### config.mk
export PLATFORM = sky130hd
export DESIGN_NAME = maxpool_sched
export DESIGN_NICKNAME = d
export VERILOG_FILES = /design/src/rtl/pool_pkg.sv /design/src/rtl/pool_addr_gen.sv /design/src/rtl/maxpool_sched.sv
export SDC_FILE = /design/constraint.sdc
export NUM_CORES = 1
export LEC_CHECK = 0
export ABC_AREA = 1
export BUFFER_PORTS_ARGS = -buffer_cell sky130_fd_sc_hd__clkbuf_2
export CAP_MARGIN = 10
export CORE_MARGIN = 3
export CORE_UTILIZATION = 50
export DETAILED_ROUTE_END_ITERATION = 10
export PLACE_DENSITY = 0.69
export SYNTH_ARGS = -nofsm -noshare
export SYNTH_HDL_FRONTEND = slang
export SYNTH_SLANG_ARGS = --single-unit
### constraint.sdc
create_clock -name clk -period 4.6 [get_ports clk]
set_clock_uncertainty 0.2 [all_clocks]
set_input_delay 0 -clock clk [delete_from_list [all_inputs] [get_ports clk]]
set_output_delay 0 -clock clk [all_outputs]
set_load 0.01 [all_outputs]
### src/rtl/pool_pkg.sv
// Shared definitions for the 2x2/stride-2 max-pool sequencer.
//   - default parameter widths for the sequencer and its address generator
//   - POOL_LAT: cycles from window issue to pooled-result write
//   - sequencer FSM state encoding
package pool_pkg;

   localparam int unsigned DEF_DATA_WIDTH = 32;
   localparam int unsigned DEF_ADDR_WIDTH = 20;
   localparam int unsigned DEF_DIM_WIDTH  = 8;
   localparam int unsigned DEF_CH_WIDTH   = 10;

   // RAM read (1) + pool stage 1 (1) + pool stage 2 (1)
   localparam int unsigned POOL_LAT = 3;

   typedef enum logic [2:0] {
      ST_IDLE  = 3'd0,
      ST_LOAD  = 3'd1,
      ST_ISSUE = 3'd2,
      ST_DRAIN = 3'd3,
      ST_FIN   = 3'd4
   } pool_state_e;

endpackage

### src/rtl/pool_addr_gen.sv
// Window address generator for the max-pool sequencer.
// Walks output column (fastest), output row, then channel, and produces the
// four input-map addresses of the current 2x2 window using running bases
// (no per-window multiply).
// Ports:
//   clk, rst_n        clock, async active-low reset
//   init              clear counters/bases at job start
//   advance           current window issued this cycle; step to the next
//   width             input map width W
//   out_w, out_h      output map width/height (W>>1, H>>1)
//   channels          channel count C
//   plane             H*W, channel stride in the input map
//   addr_{a,b,c,d}_c  TL/TR/BL/BR addresses, zero unless advance is high
//   last_c            current window is the final one of the job
module pool_addr_gen
   import pool_pkg::*;
#(
   parameter int unsigned ADDR_WIDTH = DEF_ADDR_WIDTH,
   parameter int unsigned DIM_WIDTH  = DEF_DIM_WIDTH,
   parameter int unsigned CH_WIDTH   = DEF_CH_WIDTH
) (
   input  logic                  clk,
   input  logic                  rst_n,
   input  logic                  init,
   input  logic                  advance,
   input  logic [DIM_WIDTH-1:0]  width,
   input  logic [DIM_WIDTH-1:0]  out_w,
   input  logic [DIM_WIDTH-1:0]  out_h,
   input  logic [CH_WIDTH-1:0]   channels,
   input  logic [ADDR_WIDTH-1:0] plane,
   output logic [ADDR_WIDTH-1:0] addr_a_c,
   output logic [ADDR_WIDTH-1:0] addr_b_c,
   output logic [ADDR_WIDTH-1:0] addr_c_c,
   output logic [ADDR_WIDTH-1:0] addr_d_c,
   output logic                  last_c
);

   logic [DIM_WIDTH-1:0]  ocol_q, ocol_d;
   logic [DIM_WIDTH-1:0]  orow_q, orow_d;
   logic [CH_WIDTH-1:0]   ch_q, ch_d;
   logic [ADDR_WIDTH-1:0] ch_base_q, ch_base_d;
   logic [ADDR_WIDTH-1:0] row_base_q, row_base_d;
   logic [ADDR_WIDTH-1:0] col_off_q, col_off_d;

   logic                  col_last_c;
   logic                  row_last_c;
   logic                  ch_last_c;
   logic [ADDR_WIDTH-1:0] width_ext_c;
   logic [ADDR_WIDTH-1:0] base_c;

   // Window position decode and address formation
   always_comb begin
      width_ext_c = ADDR_WIDTH'(width);
      col_last_c  = (ocol_q == out_w - DIM_WIDTH'(1));
      row_last_c  = (orow_q == out_h - DIM_WIDTH'(1));
      ch_last_c   = (ch_q == channels - CH_WIDTH'(1));
      last_c      = col_last_c & row_last_c & ch_last_c;
      base_c      = ch_base_q + row_base_q + col_off_q;

      // Addresses are only meaningful while a window is being issued
      addr_a_c = '0;
      addr_b_c = '0;
      addr_c_c = '0;
      addr_d_c = '0;
      if (advance) begin
         addr_a_c = base_c;
         addr_b_c = base_c + ADDR_WIDTH'(1);
         addr_c_c = base_c + width_ext_c;
         addr_d_c = base_c + width_ext_c + ADDR_WIDTH'(1);
      end
   end

   // Counter and base accumulator stepping
   always_comb begin
      ocol_d     = ocol_q;
      orow_d     = orow_q;
      ch_d       = ch_q;
      ch_base_d  = ch_base_q;
      row_base_d = row_base_q;
      col_off_d  = col_off_q;

      if (init) begin
         ocol_d     = '0;
         orow_d     = '0;
         ch_d       = '0;
         ch_base_d  = '0;
         row_base_d = '0;
         col_off_d  = '0;
      end else if (advance) begin
         if (!col_last_c) begin
            ocol_d    = ocol_q + DIM_WIDTH'(1);
            col_off_d = col_off_q + ADDR_WIDTH'(2);
         end else begin
            ocol_d    = '0;
            col_off_d = '0;
            if (!row_last_c) begin
               orow_d     = orow_q + DIM_WIDTH'(1);
               // two input rows per output row
               row_base_d = row_base_q + (width_ext_c << 1);
            end else begin
               orow_d     = '0;
               row_base_d = '0;
               ch_d       = ch_q + CH_WIDTH'(1);
               ch_base_d  = ch_base_q + plane;
            end
         end
      end
   end

   always_ff @(posedge clk or negedge rst_n) begin
      if (!rst_n) begin
         ocol_q     <= '0;
         orow_q     <= '0;
         ch_q       <= '0;
         ch_base_q  <= '0;
         row_base_q <= '0;
         col_off_q  <= '0;
      end else begin
         ocol_q     <= ocol_d;
         orow_q     <= orow_d;
         ch_q       <= ch_d;
         ch_base_q  <= ch_base_d;
         row_base_q <= row_base_d;
         col_off_q  <= col_off_d;
      end
   end

endmodule

### src/rtl/maxpool_sched.sv
// Sequencer for the 2x2/stride-2 max-pool unit.
// Issues one window (four read addresses) per cycle, tracks the window through
// RAM read, pool stage 1 and pool stage 2 with a valid pipe, and writes each
// pooled result to consecutive output-buffer addresses. out_ready low freezes
// everything.
// Ports:
//   clk, rst_n                 clock, async active-low reset
//   start                      job start pulse; latches cfg_* when idle
//   cfg_width/height/channels  input map W, H, C
//   busy, done                 job in progress / one-cycle end-of-job pulse
//   out_ready                  downstream accept; low stalls the pipeline
//   rd_en, rd_addr_a..d        input RAM read strobe and window addresses
//   pool_v0, pool_v1           pool unit stage-1 / stage-2 enables
//   wr_en, wr_addr             output buffer write strobe and address
module maxpool_sched
   import pool_pkg::*;
#(
   parameter int unsigned DATA_WIDTH = DEF_DATA_WIDTH,
   parameter int unsigned ADDR_WIDTH = DEF_ADDR_WIDTH,
   parameter int unsigned DIM_WIDTH  = DEF_DIM_WIDTH,
   parameter int unsigned CH_WIDTH   = DEF_CH_WIDTH
) (
   input  logic                  clk,
   input  logic                  rst_n,
   input  logic                  start,
   input  logic [DIM_WIDTH-1:0]  cfg_width,
   input  logic [DIM_WIDTH-1:0]  cfg_height,
   input  logic [CH_WIDTH-1:0]   cfg_channels,
   output logic                  busy,
   output logic                  done,
   input  logic                  out_ready,
   output logic                  rd_en,
   output logic [ADDR_WIDTH-1:0] rd_addr_a,
   output logic [ADDR_WIDTH-1:0] rd_addr_b,
   output logic [ADDR_WIDTH-1:0] rd_addr_c,
   output logic [ADDR_WIDTH-1:0] rd_addr_d,
   output logic                  pool_v0,
   output logic                  pool_v1,
   output logic                  wr_en,
   output logic [ADDR_WIDTH-1:0] wr_addr
);

   // Data width only sizes the datapath outside this block
   if (DATA_WIDTH == 0) begin : g_bad_data_width
      $error("maxpool_sched: DATA_WIDTH must be non-zero");
   end

   pool_state_e           state_q, state_d;
   logic [DIM_WIDTH-1:0]  width_q, width_d;
   logic [DIM_WIDTH-1:0]  height_q, height_d;
   logic [CH_WIDTH-1:0]   chan_q, chan_d;
   logic [ADDR_WIDTH-1:0] plane_q, plane_d;
   logic [POOL_LAT-1:0]   vld_q, vld_d;
   logic [ADDR_WIDTH-1:0] wr_addr_q, wr_addr_d;
   logic                  busy_q, busy_d;
   logic                  done_q, done_d;

   logic [DIM_WIDTH-1:0]  out_w_c;
   logic [DIM_WIDTH-1:0]  out_h_c;
   logic                  empty_job_c;
   logic                  issue_c;
   logic                  init_c;
   logic                  gen_last_c;

   // Output map size; odd trailing column/row is dropped
   always_comb begin
      out_w_c     = width_q >> 1;
      out_h_c     = height_q >> 1;
      empty_job_c = (out_w_c == '0) || (out_h_c == '0) || (chan_q == '0);
   end

   // FSM next state, valid pipe and write address
   always_comb begin
      state_d   = state_q;
      width_d   = width_q;
      height_d  = height_q;
      chan_d    = chan_q;
      plane_d   = plane_q;
      vld_d     = vld_q;
      wr_addr_d = wr_addr_q;
      issue_c   = 1'b0;
      init_c    = 1'b0;

      case (state_q)
         ST_IDLE: begin
            if (start) begin
               width_d  = cfg_width;
               height_d = cfg_height;
               chan_d   = cfg_channels;
               state_d  = ST_LOAD;
            end
         end
         ST_LOAD: begin
            plane_d = ADDR_WIDTH'(height_q) * ADDR_WIDTH'(width_q);
            init_c  = 1'b1;
            state_d = empty_job_c ? ST_FIN : ST_ISSUE;
         end
         ST_ISSUE: begin
            issue_c = out_ready;
            if (issue_c && gen_last_c) begin
               state_d = ST_DRAIN;
            end
         end
         ST_DRAIN: begin
            // Leave once the pipe will be empty after this cycle
            if ((vld_q[POOL_LAT-2:0] == '0) && (!vld_q[POOL_LAT-1] || out_ready)) begin
               state_d = ST_FIN;
            end
         end
         ST_FIN: begin
            state_d = ST_IDLE;
         end
         default: begin
            state_d = ST_IDLE;
         end
      endcase

      // Pipe and write address advance only when downstream accepts
      if (out_ready) begin
         vld_d = {vld_q[POOL_LAT-2:0], issue_c};
         if (vld_q[POOL_LAT-1]) begin
            wr_addr_d = wr_addr_q + ADDR_WIDTH'(1);
         end
      end

      if (init_c) begin
         wr_addr_d = '0;
      end

      busy_d = (state_d == ST_LOAD) || (state_d == ST_ISSUE) || (state_d == ST_DRAIN);
      done_d = (state_d == ST_FIN);
   end

   always_ff @(posedge clk or negedge rst_n) begin
      if (!rst_n) begin
         state_q   <= ST_IDLE;
         width_q   <= '0;
         height_q  <= '0;
         chan_q    <= '0;
         plane_q   <= '0;
         vld_q     <= '0;
         wr_addr_q <= '0;
         busy_q    <= 1'b0;
         done_q    <= 1'b0;
      end else begin
         state_q   <= state_d;
         width_q   <= width_d;
         height_q  <= height_d;
         chan_q    <= chan_d;
         plane_q   <= plane_d;
         vld_q     <= vld_d;
         wr_addr_q <= wr_addr_d;
         busy_q    <= busy_d;
         done_q    <= done_d;
      end
   end

   pool_addr_gen #(
      .ADDR_WIDTH (ADDR_WIDTH),
      .DIM_WIDTH  (DIM_WIDTH),
      .CH_WIDTH   (CH_WIDTH)
   ) u_addr_gen (
      .clk      (clk),
      .rst_n    (rst_n),
      .init     (init_c),
      .advance  (issue_c),
      .width    (width_q),
      .out_w    (out_w_c),
      .out_h    (out_h_c),
      .channels (chan_q),
      .plane    (plane_q),
      .addr_a_c (rd_addr_a),
      .addr_b_c (rd_addr_b),
      .addr_c_c (rd_addr_c),
      .addr_d_c (rd_addr_d),
      .last_c   (gen_last_c)
   );

   // Strobes are qualified by out_ready so a stall silences every enable
   always_comb begin
      rd_en   = issue_c;
      pool_v0 = vld_q[0] & out_ready;
      pool_v1 = vld_q[1] & out_ready;
      wr_en   = vld_q[POOL_LAT-1] & out_ready;
      wr_addr = wr_addr_q;
      busy    = busy_q;
      done    = done_q;
   end

endmodule

[Word-level counts from Yosys, hierarchy flattened]
Index checks and enable logic that the tools add are counted.
Cells by class
  divide/modulo/power cells: 0
  add/sub/neg operators: 15
  order comparisons: 0
  $mul: 1
  equal/unequal tests: 10
  reduce and logical (&&, ||, !) cells: 22
  bitwise logic cells: 5
  mux-type cells: 36
  shifts and indexed selects: 0
Operators by type and width (count)
  20-bit two-way mux: 18
  20-bit by 1-bit adder with 20-bit output, second input constant: 3
  8-bit two-way mux: 7
  20-bit adder: 2
  10-bit two-way mux: 4
  20-bit by 16-bit adder with 20-bit output: 1
  20-bit by 2-bit adder with 20-bit output, second input constant: 1
  20-bit by 8-bit adder with 20-bit output: 1
  20-bit by 9-bit adder with 20-bit output: 1
  8-bit by 1-bit adder with 8-bit output, second input constant: 2
  8-bit equality test: 2
  8-bit zero test: 2
  8-bit by 8-bit multiplier with 16-bit output: 1
  7-bit by 1-bit subtractor with 8-bit output, second input constant: 2
  3-bit by 2-bit equality test with 1-bit output, second input constant: 4
  3-bit two-way mux: 4
  3-bit one-hot mux with 4 select lines: 1
  10-bit by 1-bit adder with 10-bit output, second input constant: 1
  10-bit equality test: 1
  10-bit zero test: 1
  2-bit nonzero test: 5
  10-bit by 1-bit subtractor with 10-bit output, second input constant: 1
  3-bit by 1-bit equality test with 1-bit output, second input constant: 2
  2-bit AND reduction: 3
  other kinds (9): 19
Word-level totals
  output and inout port bits: 106
  memories kept: 0
  ROM bits: 0
  input port bits: 30
  RAM bits: 0
  logic and storage cells: 104
  bits in latches: 0
  flip-flop bits (word level): 156

[Logic depth before layout (Yosys ltp)]
Gate-level depths: netlist of the first run.
  depth after elaboration: 10
  depth in mapped cells: 26
  depth with buffers taken out: 26

[By module]
A second synthesis of the first run with hierarchy kept.
Second synthesis, totals
  cell total of the unflattened synthesis: 2077
  area total of the unflattened synthesis: 14841.7 um^2
Modules (own cells, without submodules)
  pool_addr_gen: area an instance 9248.9 um^2, times used 1, cells an instance 1378, seq. area each 2102.0 um^2
  maxpool_sched: area an instance 5592.9 um^2, times used 1, cells an instance 699, seq. area each 1751.7 um^2

[Worst setup path before layout of the first run]
No wires, ideal clock.
  kind: reg2reg
  start: register width_q[4]
  end: register plane_q[13]
  data required time: 4266 ps
  cell stages (with the launch flop): 19
  buffers on the path: 1
  data arrival time: 4249 ps
  library setup time: 134 ps
  clock period less this slack: 4584 ps
  slack: 16 ps
  cell sequence: dfrtp_1 buf_2 nand2_1 inv_1 fa_1 fa_1 inv_1 fa_1 fa_1 inv_1 ha_1 nand2_1 o21ai_0 a31oi_1 o21ai_0 a21oi_1 o21ai_0 xnor2_1 o21ai_0
On the way
  longest elaborated chain between the ends: 1
RTL lines
  from (decl): line maxpool_sched.sv:49  | logic [DIM_WIDTH-1:0] width_q, width_d;
  from (signal assigned): line maxpool_sched.sv:147  | width_q <= width_d;
  8-bit by 8-bit multiplier with 16-bit output: line maxpool_sched.sv:94  | plane_d = ADDR_WIDTH'(height_q) * ADDR_WIDTH'(width_q);
  to (signal assigned): line maxpool_sched.sv:150  | plane_q <= plane_d;
  to (decl): line maxpool_sched.sv:52  | logic [ADDR_WIDTH-1:0] plane_q, plane_d;
No other way between the ends.
A chain may end at the register's enable or synchronous reset.

[Final worst setup path of the first run]
  start: register u_addr_gen.row_base_q[3]
  end: output port rd_addr_d[16]
On the way
  longest elaborated chain between the ends: 5
RTL lines
  from (decl): line pool_addr_gen.sv:42  | logic [ADDR_WIDTH-1:0] row_base_q, row_base_d;
  from (signal assigned): line pool_addr_gen.sv:123  | row_base_q <= row_base_d;
  20-bit adder (2 in series): line pool_addr_gen.sv:58  | base_c = ch_base_q + row_base_q + col_off_q;
  20-bit by 8-bit adder with 20-bit output: line pool_addr_gen.sv:69  | addr_d_c = base_c + width_ext_c + ADDR_WIDTH'(1);
  20-bit by 1-bit adder with 20-bit output: line pool_addr_gen.sv:69
  20-bit two-way mux: line pool_addr_gen.sv:65  | if (advance) begin
  to (decl): line maxpool_sched.sv:36  | output logic [ADDR_WIDTH-1:0] rd_addr_d,
No other way between the ends.

==> key figures, run 1 <==
Status
  – Status: complete, no violations

Global routing
  – First-pass GRT wire length: between 60 and 70 mm
  – Largest net degree at the start of global routing: 57
  – Vias in the first global route: 13.1k
  – Overflow after GRT: 0
  – Initial antenna violation count: 1
  – Gr usage total: approximately 25%

Hold path
  – Min-delay src: start
  – Worst hold stages: 4
  – Worst Hold Class: primary input to register

Cells and area
  – Commonest non-fill, non-tap cell in the layout: nand2_1
  – Area Growth Syn to Fin: 20.9%
  – Multi-input gate area: roughly 9400 um^2
  – Fillers: between 2k and 2.5k
  – FF+latch area: approximately 3900 um^2
  – Final antenna diode count: 0
  – Most frequent cells in the layout: nand2_1 (453), inv_1 (296), nor2_1 (181), dfrtp_1 (141), clkbuf_2 (131)
  – Layout Cells excl Fill: 2552
  – NumNets Final: 2353
  – Share of cells above drive strength 1: between 10% and 20%

Worst setup path
  – Worst Path Arrival: between 4 and 5 ns
  – Required @ worst endpoint: about 4.4 ns
  – WS Path Type: register to primary output
  – Worst r2r src: width_q[4]
  – Crit end category: primary output
  – Critical Path Fanout Max: 6
  – R2R cell count: 17
  – CP Launch Point: u_addr_gen.row_base_q[3]
  – CP Launch Type: register

Routing
  – DRT Pass-1 Iters: 5
  – Detailed router's first-iteration violation count: roughly 790
  – Vias per inst: about 5.3
  – DRC viols: 0
  – Via count: between 10k and 15k
  – Drt wl/cell: about 15 um
  – Post-route ant nets: 0
  – Routed wire length: 39.0 mm

Placement
  – RePlAce Congestion: 0.929
  – Placed Cells: ~2.5k
  – Hpwl dp: approximately 30 mm
  – IO Port Bufs: about 140
  – Place WS: -0.0203 ns

Synthesis
  – Yosys top cell area share: a little over a quarter
  – Yosys cell types: 55
  – Synth top area cells: dfrtp_1 (27%), nand2_1 (13%), ha_1 (8.6%)
  – Avg Inst Size Synth: roughly 7.2 um^2
  – YS warnings: 0
  – Cell Area, Synth: approximately 14000 um^2
  – Sequential element share of the synthesized area: between 20% and 30%
  – Syn Inst Count: between 1.5k and 2k
  – Post-synthesis register bit count: roughly 150
  – Post-synth ARST share: 100%
  – Number of enable flip-flop cells after synthesis: 0
  – Largest area contributor in the netlist: dfrtp_1
  – Synth Flop Type: dfrtp_1
  – Mapped Nets: ~2.1k

Die
  – Cell row count: 60
  – Core area: ~27000 um^2
  – Die area: 30300 um^2
  – Initial cell density of the core: 51.6%
  – Ports: between 100 and 150
  – Die width: ~170 um
  – Die height: ~170 um

Timing
  – RSZ-0062 raised after global routing: yes
  – Fmax: approximately 0.22 GHz
  – Slew Limit Headroom: 40.0%
  – Fin crit share: 97.6%
  – Tmin final: approximately 4.5 ns
  – Final hold slack: approximately 0.021 ns
  – Final setup fails: 0
  – Setup TNS: 0 ns
  – Worst slew pin tran: approximately 0.9 ns
  – Final setup margin: around 0.11 ns
  – Max-slew violation count: 0
  – Hold Vio Cnt, Final: 0

Clock tree
  – H-tree levels: 4
  – Register clock-pin slew on the reported worst setup and hold paths: ~0.070 ns
  – Later-pin clock latency in the skew report: about 0.43 ns
  – Clock buffer depth: 2
  – Sink Count: 154
  – Cts bufs inserted: 17
  – Root Buffer: clkbuf_16
  – CTS tree: built

Run
  – Max-cap violations: 0
==> Yosys cell counts (all sizes together), types with 2 or more instances <==
library cell / n
and2: 3
buf: 29
o2111ai: 3
nor4: 8
fa: 58
o21bai: 2
a21oi: 105
clkbuf: 20
inv: 307
nand3b: 5
a31oi: 6
a21o: 3
o211ai: 3
o22ai: 16
nand4: 29
a22oi: 2
nand3: 102
mux2: 13
or2: 6
o21a: 5
xnor2: 35
dfrtp: 154
nor3: 45
nand2: 493
nor2: 207
ha: 97
xor2: 70
a211oi: 2
o31ai: 5
o21ai: 119
==> layout make-up <==
type	instances	area share (%)
tap	372	2.73
clock buffer	18	2.57
timing repair buffer	239	9.22
clock inverter	13	0.939
inverter	307	6.77
sequential	154	22.7
multi-input combinational	1449	55.1
==> timing repair <==
item,in CTS,in global routing
hold endpoints to repair,183,0
hold buffers,34,0
setup endpoints to repair,11,15
resized for setup,18,105
setup buffers,6,22
pin swaps,3,34
==> layer usage <==
metal  wire, um  up-vias  global-route usage [%]
met1      16600     6356                    31.1
met2      19300      332                    44.9
met3       1740       86                    4.13
met4       1350        2                    8.98
met5         13        -                       0
li1           -     6671                       -
==> through the flow <==
step,util [%],instance area [um^2]
finish,62.4,17100
CTS,60.2,16500
floorplan,-,14100
detailed placement,56.2,15400
global route,62.4,17100
global placement,56.2,15400
==> critical path: stages, from the launching register on <==
cell     delay (ns)
dfrtp_1        0.41
fa_1           0.58
ha_4           0.22
or2_4          0.27
nand3_2        0.08
nand2_2        0.06
xor2_1         0.17
buf_4          0.16
ha_4           0.28
nand2_2        0.06
nor2_1         0.09
nand2_1        0.08
nand2_2        0.08
nand2_2        0.06
nand2_2        0.10
nand3_4        0.14
nor2_4         0.21
nand3_2        0.11
nand2_4        0.11
buf_4          0.11
nand3_1        0.08
nor2_1         0.10
nand2_1        0.05
nand2_1        0.06
inv_1          0.03
buf_2          0.13
==> cells by family after synthesis <==
kind of cell               count (synthesis)  share of synthesized area (%)
adders and majority gates                155                           16.8
and+or+nand+nor                          900                           27.6
buffers and inverters                    356                           9.79
muxes                                     13                           1.04
DFF                                      154                           27.3
xor gates and xnor gates                 105                           6.73
other                                      1                         0.0266
AOI/OAI and AO/OA                        275                           10.6
==> sequential cells by signal, summed over array words and instances, names as in the netlist <==
name,cells
width_q,8
u_addr_gen.ch_base_q,20
state_q,3
u_addr_gen.orow_q,8
u_addr_gen.col_off_q,19
busy,1
done,1
chan_q,10
u_addr_gen.ch_q,10
u_addr_gen.ocol_q,8
plane_q,16
u_addr_gen.row_base_q,19
wr_addr,20
height_q,8
vld_q,3
==> worst paths after layout <==
kind | end | slack, ns
setup / recovery | rd_addr_d[16] | 0.11
hold / removal | chan_q[1] | 0.02
setup reg to reg | plane_q[13] | 0.25
hold reg to reg | wr_addr[19] | 0.28
max in group asynchronous | height_q[2] | 2.96
min in group asynchronous | wr_addr[8] | 0.45
Power of run 1 is left out: the tool's default activity adds up to more than one toggle a clock period on the data nets, which glitch-free logic cannot reach.
==> run 2: changes to the inputs <==
CORE_ASPECT_RATIO = 0.75   (was default)
PLACE_DENSITY = 0.72   (was 0.69)
==> key figures, run 2 (synthesis results as in run 1) <==
Timing
  – Hold Vio Cnt, Final: 0 (unchanged)
  – RSZ-0062 raised after global routing: yes
  – Slew Limit Headroom: 50.6% (+11 points)
  – Worst slew pin tran: 0.740 ns (-0.159 ns)
  – Setup TNS: 0 ns (unchanged)
  – Max-slew violation count: 0 (unchanged)
  – Final hold slack: 0.0646 ns (+0.0432 ns)
  – Fin crit share: 99.9% (+2.3 points)
  – Fmax: 0.218 GHz (-2.3%)
  – Final setup fails: 0 (unchanged)
  – Tmin final: 4.60 ns (+0.107 ns)

Placement
  – Placed Cells: 2469 (+0.41%)
  – RePlAce Congestion: 0.965 (+3.9%)
  – IO Port Bufs: 135 (unchanged)
  – Placed Area: 15400 um^2 (+0.24%)
  – Hpwl dp: 31.7 mm (+5.6%)

Clock tree
  – Sink Count: 154 (unchanged)
  – H-tree levels: 4 (unchanged)
  – Later-pin clock latency in the skew report: 0.45 ns (+0.02 ns)
  – Root Buffer: clkbuf_16
  – Cts bufs inserted: 17 (unchanged)
  – Clock buffer depth: 2 (unchanged)
  – CTS tree: built
  – Register clock-pin slew on the reported worst setup and hold paths: 0.06 ns (about the same)

Worst setup path
  – Worst Path Arrival: 4.40 ns (+0.11 ns)
  – WS Path Type: register to primary output
  – Required @ worst endpoint: 4.40 ns (about the same)
  – Crit end category: primary output
  – Critical Path Fanout Max: 5 (-1)
  – CP Launch Type: register

Run
  – Max-cap violations: 0 (unchanged)

Routing
  – DRT Pass-1 Iters: 6 (+1)
  – Vias per inst: 5.41 (+2.6%)
  – DRC viols: 0 (unchanged)
  – Drt wl/cell: 16.5 um (+7.8%)
  – Post-route ant nets: 0 (unchanged)
  – Detailed router's first-iteration violation count: 1199 (+52%)
  – Routed wire length: 42.0 mm (+7.9%)
  – Via count: 13.8k (+2.7%)

Global routing
  – Vias in the first global route: 12.5k (-4.3%)
  – Routing usage on met2: 39.1% (-5.8 points)
  – Initial antenna violation count: 0 (-1)
  – Global routing usage on met1: 41.7% (+11 points)
  – Top Usage Layer GRT: met1
  – Overflow after GRT: 0 (unchanged)
  – Gr usage total: 27.3% (+2.0 points)
  – Largest net degree at the start of global routing: 75 (+32%)
  – First-pass GRT wire length: 65.2 mm (+2.9%)
  – Met3 global-route usage: 6.37% (+2.2 points)

Cells and area
  – NumNets Final: 2350 (-0.13%)
  – Layout Cells excl Fill: 2554 (+0.078%)
  – Most frequent cells in the layout: nand2_1 (454), inv_1 (296), nor2_1 (178), dfrtp_1 (142), clkbuf_2 (132)
  – Final antenna diode count: 0 (unchanged)
  – Area Growth Syn to Fin: 20.4%
  – Multi-input gate area: 9420 um^2 (+0.20%)
  – FF+latch area: 3870 um^2 (about the same)
  – Commonest non-fill, non-tap cell in the layout: nand2_1
  – Share of cells above drive strength 1: 18.5% (+0.034 points)
  – Fillers: 2367 (-3.7%)
  – Final instance area: 17000 um^2 (-0.42%)

Die
  – Initial cell density of the core: 51.5% (-0.12 points)
  – Cell row count: 52 (-13%)
  – Die area: 30300 um^2 (about the same)
  – Core area: 27400 um^2 (+0.24%)
  – Die height: 151 um (-13%)
  – Die width: 200 um (+15%)
  – Ports: 136 (unchanged)

Hold path
  – Worst Hold Class: primary input to register

Status
  – Status: complete, no violations
run 2: final timing paths:
kind                                    startpoint            end  slack (ns)  cells after the start
hold / removal                               start    height_q[2]        0.06                      5
max in group asynchronous                    rst_n    wr_addr[17]        2.42                      4
setup reg to reg                        width_q[4]    plane_q[14]        0.16                     24
hold reg to reg                        wr_addr[19]    wr_addr[19]        0.28                      1
setup / recovery           u_addr_gen.ch_base_q[5]  rd_addr_d[13]       0.002                     21
min in group asynchronous                    rst_n     wr_addr[9]        0.47                      3
run 2: final cells by class:
| cell class | instances | area share, % |
|---|---|---|
| well taps | 378 | 2.78 |
| multi-input cells | 1449 | 55.4 |
| clock buffers | 22 | 2.85 |
| inverters | 307 | 6.80 |
| flip-flops and latches | 154 | 22.8 |
| repair buffers | 236 | 8.95 |
| clock inverters | 8 | 0.412 |
run 2: metrics by stage:
step / setup slack (ns) / util (%)
2_1_floorplan: 0.0163 / -
5_1_grt: -0.179 / 62.0
3_5_place_dp: 0.0431 / 56.2
4_1_cts: -0.00269 / 60.2
3_3_place_gp: 0.109 / 56.2
6_report: 0.00247 / 62.0
run 2: what timing repair did:
| item | 4_1_cts | 5_1_grt |
|---|---|---|
| hold buffers | 30 | 0 |
| hold endpoints to repair | 116 | 0 |
| setup buffers | 6 | 20 |
| setup endpoints to repair | 11 | 18 |
| resized for setup | 30 | 93 |
| pin swaps | 7 | 40 |
run 2: metal layers:
layer	up-vias	wire (um)
met1	6512	20000
li1	6663	-
met3	66	3380
met5	-	0
met4	0	777
met2	567	17900
run 2: worst max-delay path: stages, from the launching register on:
cell	delay [ns]
dfrtp_1	0.44
fa_1	0.50
ha_4	0.35
nand2_2	0.09
inv_1	0.12
nand3_4	0.09
nand2_4	0.11
xor2_4	0.24
ha_4	0.26
nand2_1	0.09
inv_1	0.05
a21oi_1	0.18
nand2_2	0.10
nand2_4	0.08
nand2_4	0.07
nand3_4	0.13
xor2_2	0.32
nor2_2	0.09
nand2_1	0.18
nand2_1	0.12
a22oi_1	0.16
clkbuf_2	0.16
Power of run 2 is left out for the same reason.
==> run 3: changes to the inputs <==
PLACE_DENSITY = 0.69   (was 0.72)
clock period = 5.1 ns   (was 4.6 ns; I/O delays follow)
==> key figures, run 3 (synthesis results as in run 1) <==
Status
  – Status: complete, no violations

Clock tree
  – Register clock-pin slew on the reported worst setup and hold paths: 0.06 ns (about the same)
  – Later-pin clock latency in the skew report: 0.45 ns (about the same)
  – Sink Count: 154 (unchanged)
  – Root Buffer: clkbuf_16
  – H-tree levels: 4 (unchanged)
  – Cts bufs inserted: 17 (unchanged)
  – Clock buffer depth: 2 (unchanged)
  – CTS tree: built

Cells and area
  – Area Growth Syn to Fin: 15.8%
  – NumNets Final: 2304 (-2.0%)
  – Share of cells above drive strength 1: 13.9% (-4.6 points)
  – Most frequent cells in the layout: nand2_1 (471), inv_1 (298), nor2_1 (187), dfrtp_1 (152), clkbuf_2 (134)
  – Final instance area: 16300 um^2 (-3.8%)
  – Commonest non-fill, non-tap cell in the layout: nand2_1
  – Fin util: 59.7% (-2.4 points)
  – Final antenna diode count: 0 (unchanged)

Global routing
  – Gr usage total: 27.0% (-0.28 points)
  – Vias in the first global route: 12.4k (-1.3%)
  – Initial antenna violation count: 0 (unchanged)
  – Overflow after GRT: 0 (unchanged)
  – First-pass GRT wire length: 64.5 mm (-1.0%)
  – Largest net degree at the start of global routing: 55 (-27%)

Routing
  – DRC viols: 0 (unchanged)
  – Routed wire length: 40.5 mm (-3.7%)
  – Via count: 13.4k (-3.0%)
  – Detailed router's first-iteration violation count: 1137 (-5.2%)
  – Drt wl/cell: 16.1 um (-2.0%)
  – DRT Pass-1 Iters: 5 (-1)
  – Post-route ant nets: 0 (unchanged)
  – Vias per inst: 5.33 (-1.3%)

Placement
  – Placed Area: 15200 um^2 (-1.1%)
  – RePlAce Congestion: 0.933 (-3.4%)
  – Place WS: 0.265 ns (+0.222 ns)
  – IO Port Bufs: 135 (unchanged)
  – Hpwl dp: 31.2 mm (-1.5%)

Timing
  – Final setup fails: 0 (unchanged)
  – Tmin final: between 4 and 5 ns
  – Hold Vio Cnt, Final: 0 (unchanged)
  – Setup TNS: 0 ns (unchanged)
  – Final setup margin: 0.238 ns (+0.235 ns)
  – Fin crit share: 95.3%
  – Slew Limit Headroom: 33.2% (-17 points)
  – Worst slew pin tran: 0.999 ns (+0.259 ns)
  – Max-slew violation count: 0 (unchanged)
  – Fmax: roughly 0.21 GHz

Die
  – Die area: 30300 um^2 (unchanged)
  – Initial cell density of the core: 51.5% (unchanged)
  – Die width: 200 um (unchanged)
  – Cell row count: 52 (unchanged)
  – Core area: 27400 um^2 (unchanged)
  – Ports: 136 (unchanged)
  – Die height: 151 um (unchanged)

Worst setup path
  – Required @ worst endpoint: 5.20 ns (+0.80 ns)
  – WS Path Type: register to register
  – Crit end category: register
  – Worst Path Arrival: 4.96 ns (+0.56 ns)
  – Critical Path Fanout Max: 13 (+8)
  – CP Launch Type: register

Run
  – Max-cap violations: 0 (unchanged)

Hold path
  – Worst Hold Class: primary input to register
## run 3: final cells by class
type | count | area [um^2]
Inverter | 307 | 1150
Multi-Input combinational cell | 1449 | 9010
Timing Repair Buffer | 190 | 1190
Tap cell | 378 | 473
Clock buffer | 18 | 439
Clock inverter | 14 | 219
Sequential cell | 154 | 3860
Fill cell | 2539 | 11000
## run 3: path summary, 6_finish.rpt
path | from | end | slack (ns) | depth (start not counted)
setup reg to reg | width_q[3] | plane_q[13] | 0.24 | 17
max in group asynchronous | rst_n | u_addr_gen.row_base_q[2] | 3.53 | 4
hold reg to reg | wr_addr[19] | wr_addr[19] | 0.28 | 1
min in group asynchronous | rst_n | wr_addr[19] | 0.46 | 4
setup / recovery | width_q[3] | plane_q[13] | 0.24 | 17
hold / removal | start | chan_q[5] | 0.04 | 5
## run 3: critical path, cell delays in order (launching register included)
cell	delay, ns
dfrtp_1	0.59
nand2_1	0.14
inv_1	0.06
fa_1	0.43
fa_1	0.55
inv_1	0.05
fa_1	0.46
fa_1	0.54
inv_1	0.05
ha_1	0.33
nand2_1	0.06
o21ai_0	0.24
a31oi_1	0.17
o21ai_0	0.31
a21oi_1	0.11
o21ai_0	0.21
xnor2_1	0.14
o21ai_0	0.09
## run 3: timing repair
action                                  in CTS  in global routing
hold buffers                                30                  0
pin swaps                                    0                  3
gates resized for setup                      1                 25
hold endpoints to repair                   183                  0
setup buffers                                0                  2
cloned                                       0                  0
endpoints found under the setup margin       1                 10
## run 3: through the flow
step / std cells / hold slack, ns
floorplan: 1959 / -0.496
global placement: 2446 / -0.231
detailed placement: 2446 / -0.234
CTS: 2508 / 0.0131
global route: 2510 / 0.0677
finish: 2510 / 0.0415
## run 3: metal layers
layer	up-vias	GRT usage [%]	wire length [um]
met5	-	0	0
met4	0	5.72	617
met3	42	6.15	2650
met2	420	38.4	17000
met1	6352	41.7	20300
li1	6574	-	-
Power of run 3 is left out for the same reason.
